==> src/rtl/encoder_4x2_rr.sv <==
// encoder_4x2_rr: registered 4-input round-robin encoder with valid/ready output.
// Active-low requests are sampled into req_p0 on every edge. A two-state output
// stage (EMPTY/FULL) grants the first request found circularly from ptr and
// holds the grant stable until the downstream handshake completes.
module encoder_4x2_rr (
  input  logic       clock,
  input  logic       reset,
  input  logic [0:3] D,
  input  logic       enable,
  input  logic       ready,
  output logic [1:0] code,
  output logic       valid,
  output logic [2:0] count
);

  localparam logic [0:0] EMPTY = 1'b0;
  localparam logic [0:0] FULL  = 1'b1;

  logic [3:0] req_in;
  logic [3:0] req_p0;
  logic [0:0] state_p1;
  logic [1:0] ptr_p1;
  logic [1:0] ptr_hs;

  // First set request index, searching start, start+1, ... modulo 4.
  function automatic logic [1:0] rr_pick(input logic [3:0] req, input logic [1:0] start);
    logic [1:0] idx;
    logic [1:0] sel;
    logic       found;
    sel   = start;
    found = 1'b0;
    for (int k = 0; k < 4; k++) begin
      idx = start + 2'(k);
      if (!found && req[idx]) begin
        sel   = idx;
        found = 1'b1;
      end
    end
    return sel;
  endfunction

  // Number of active requests; 3 bits so that all four requests read as 4.
  function automatic logic [2:0] popcount4(input logic [3:0] req);
    logic [2:0] sum;
    sum = 3'd0;
    for (int k = 0; k < 4; k++) begin
      sum = sum + 3'(req[k]);
    end
    return sum;
  endfunction

  // Convert active-low request lines and active-low enable into active-high requests.
  always_comb begin
    req_in = 4'b0000;
    for (int i = 0; i < 4; i++) begin
      req_in[i] = ~D[i] & ~enable;
    end
  end

  // Pointer that a completing handshake hands to the next search (3 wraps to 0).
  assign ptr_hs = code + 2'd1;

  // Stage p0: sample requests; count trails the request register by one edge.
  always_ff @(posedge clock) begin
    if (reset) begin
      req_p0 <= 4'b0000;
      count  <= 3'd0;
    end else begin
      req_p0 <= req_in;
      count  <= popcount4(req_p0);
    end
  end

  // Stage p1: output state machine; grant held bit-stable while stalled.
  always_ff @(posedge clock) begin
    if (reset) begin
      state_p1 <= EMPTY;
      code     <= 2'd0;
      ptr_p1   <= 2'd0;
    end else begin
      case (state_p1)
        EMPTY: begin
          if (|req_p0) begin
            state_p1 <= FULL;
            code     <= rr_pick(req_p0, ptr_p1);
          end
        end
        default: begin
          if (ready) begin
            ptr_p1 <= ptr_hs;
            if (|req_p0) begin
              code <= rr_pick(req_p0, ptr_hs);
            end else begin
              state_p1 <= EMPTY;
            end
          end
        end
      endcase
    end
  end

  assign valid = (state_p1 == FULL);

endmodule
==> config.mk <==
export PLATFORM = sky130hd
export DESIGN_NAME = encoder_4x2_rr
export DESIGN_NICKNAME = d
export VERILOG_FILES = /design/src/rtl/encoder_4x2_rr.sv
export SDC_FILE = /design/constraint.sdc
export NUM_CORES = 1
export LEC_CHECK = 0
export ABC_AREA = 1
export BUFFER_PORTS_ARGS = -buffer_cell sky130_fd_sc_hd__buf_2
export CORE_ASPECT_RATIO = 1.5
export CORE_MARGIN = 5
export CORE_UTILIZATION = 45
export CTS_BUF_LIST = sky130_fd_sc_hd__clkbuf_4
export DETAILED_ROUTE_END_ITERATION = 6
export HOLD_SLACK_MARGIN = 0.06
export PLACE_DENSITY = 0.62
export SYNTH_ARGS = -nofsm -noshare
export SYNTH_HDL_FRONTEND = slang
export SYNTH_SLANG_ARGS = --single-unit
==> constraint.sdc <==
create_clock -name clock -period 3.2 [get_ports clock]
set_input_delay 0.96 -clock clock [delete_from_list [all_inputs] [get_ports clock]]
set_output_delay 0.96 -clock clock [all_outputs]
set_load 0.02 [all_outputs]
==> results.json <==
{
  "dieHeight_um": 66.9,
  "drc": 0,
  "grt_max_degree": 13,
  "ant_nets": 0,
  "yosys-top-cells-area": "nand2_1 (27%), dfxtp_1 (25%), nand2_2 (6.4%)",
  "cellPowerDensity_nw_per_um2": 405,
  "worst_slew_pin_slew_ps": 427,
  "io_buffers": 13,
  "ys_ff_latch": 12,
  "tns_ps": 0,
  "grt_pass1_vias": 941,
  "core_area_um2": 2050,
  "yosysWarningCount": 0,
  "area_growth_syn_to_layout_pct": 8.25,
  "rsz0062_at_grt": "no",
  "clkSlewWorstSetupHoldPaths_ps": 80,
  "fin_crit_sh_pct": 64.8,
  "critPathBufInv": 1,
  "gp_congestion": 0.934,
  "antennaDiodeCount": 0,
  "synth.yosys.seq_area_share_pct": 24.7,
  "max-slew-margin-rel_pct": 71.5,
  "root_buffer": "clkbuf_4",
  "antenna_found_initial": 0,
  "worstSetupEndpointType": "output pin",
  "route.vias.total": 990,
  "die_x_um": 47.9,
  "worstPathRequired_ps": 2240,
  "fmax_mhz": 482,
  "slowest_stage": "dfxtp_1",
  "wl_per_cell_um": 10.7,
  "routed_wl_um": 2120,
  "p_leak_nw": 0.582,
  "start_util_pct": 47.3,
  "post_cts_buffers": 0,
  "synth_edf_count": 0,
  "dieArea_um2": 3210,
  "place_ws_ps": 1390,
  "fin_util_pct": 51.2,
  "finalClockSkew_ps": 6.50,
  "fillers": 228,
  "cts.repair.resized": 0,
  "grt_overflow": 0,
  "period_needed_ps": 2070,
  "async_flop_share_pct": 0,
  "dp_hpwl_um": 1680,
  "synth_commonest_cells": "nand2_1 (70), inv_1 (16), nor2_1 (14)",
  "cts_tree": "yes",
  "cp_max_fo": 11,
  "synth_area_um2": 971,
  "max_stage_delay_ps": 590,
  "numCtsBuffers": 3,
  "clock_sinks": 12,
  "netlist.area_leader.share_pct": 27.1,
  "synthFlopType": "dfxtp_1",
  "row_count": 20,
  "min_path_type": "reg2reg",
  "crit_type": "reg2out",
  "cts_max_level": 1,
  "synthCells": 164,
  "clock_path_buffers": 2,
  "drive_above_1_share_pct": 19.8,
  "synth_cell_types": 25,
  "hold_violations": 0,
  "setup_slack_ps": 1130,
  "via_per_inst": 4.97,
  "drt-initial-drc-count": 26,
  "clock_latency_ps": 280,
  "crit_chain": "buf_2",
  "synth_most_common_cell": "nand2_1",
  "arrival_ps": 1110,
  "synth_fp_nets": 176,
  "grt_pass1_wl_um": 3890,
  "crit_family": "flip-flops",
  "avgSynthCellArea_um2": 5.92,
  "setup_viol": 0,
  "yosysTopAreaCell": "nand2_1",
  "grt_use_total_pct": 16.2,
  "outcome": "finished, final reports clean",
  "cts-hold-fix-buffers": 0,
  "ir_worst_vdd_mv": 0.234,
  "nets": 190,
  "maxSlewViolCount": 0,
  "io_pins": 14,
  "dr.pass1.iters": 4,
  "drv_cap": 0,
  "startpoint_type": "flop"
}
-- path summary, 6_finish.rpt --
check,to,cells past startpoint,slack [ps],start
worst max-delay path,code[1],1,1130,code[1]$_SDFFE_PP0P_
worst min-delay path,ptr_p1[1]$_SDFFE_PP0P_,2,610,ptr_p1[1]$_SDFFE_PP0P_
worst max register to register,code[1]$_SDFFE_PP0P_,13,1380,ptr_p1[0]$_SDFFE_PP0P_
worst min register to register,ptr_p1[1]$_SDFFE_PP0P_,2,610,ptr_p1[1]$_SDFFE_PP0P_
-- final cells by class --
cell class / instances / area, um2 / share of cell area, %
well taps: 22 / 27.5 / 2.62
repair buffers: 13 / 65.1 / 6.19
clock inverters: 1 / 3.75 / 0.357
multi-input cells: 129 / 618 / 58.8
flip-flops and latches: 12 / 240 / 22.9
clock buffers: 3 / 22.5 / 2.14
inverters: 19 / 73.8 / 7.02
-- power breakdown --
group	internal (W)	leakage (nW)	switching, W	total [W]
Sequential	0.000159	0.0985	0.0000206	0.000180
Combinational	0.0000529	0.468	0.0000963	0.000149
Clock	0.0000452	0.0154	0.0000516	0.0000968
-- per-layer routing --
| layer | global-route usage (%) | routed length [um] |
|---|---|---|
| met5 | 0 | 0 |
| met4 | 6.06 | 26 |
| met3 | 1.89 | 94 |
| met2 | 25.7 | 1040 |
| met1 | 21.6 | 958 |
-- state kept, by name, summed over array words and instances (netlist names) --
signal,count
code,2
valid,1
req_p0,4
ptr_p1,2
count,3
-- cell families after synthesis --
| kind of cell | after synthesis | synth area share, % |
|---|---|---|
| AOI/OAI and AO/OA | 13 | 7.48 |
| adders and majority gates | 4 | 5.93 |
| buffers and inverters | 23 | 11.6 |
| DFF | 12 | 24.7 |
| and+or+nand+nor | 112 | 50.3 |
-- metrics by stage --
step / cells / total power [W] / instance area (um2) / hold slack [ps]
5_1_grt: 199 / 0.000464 / 1050 / 658
3_5_place_dp: 195 / 0.000333 / 1020 / 594
3_3_place_gp: 195 / 0.000331 / 1020 / 581
4_1_cts: 199 / 0.000429 / 1050 / 605
6_report: 199 / 0.000426 / 1050 / 611
2_1_floorplan: 164 / 0.000309 / 971 / 531
-- cell usage in the layout (no fill, tap or decap) --
cell	Yosys	routed
nand2_1	70	70
o21ai_1	2	2
nor2_1	14	14
nor2_4	1	1
buf_2	1	13
nor2_2	1	1
clkbuf_4	0	3
inv_4	1	1
a31oi_1	1	1
clkinv_1	0	1
o21ai_0	4	4
nand3_1	12	12
nand4_1	1	1
fa_1	1	1
nand3_2	2	2
o21ai_2	1	1
inv_1	16	16
nand2_2	10	10
inv_2	2	2
a21oi_1	4	4
dfxtp_1	12	12
or2_2	1	1
a211oi_1	1	1
ha_1	3	3
Note: power is estimated with default switching activity, not from simulation.
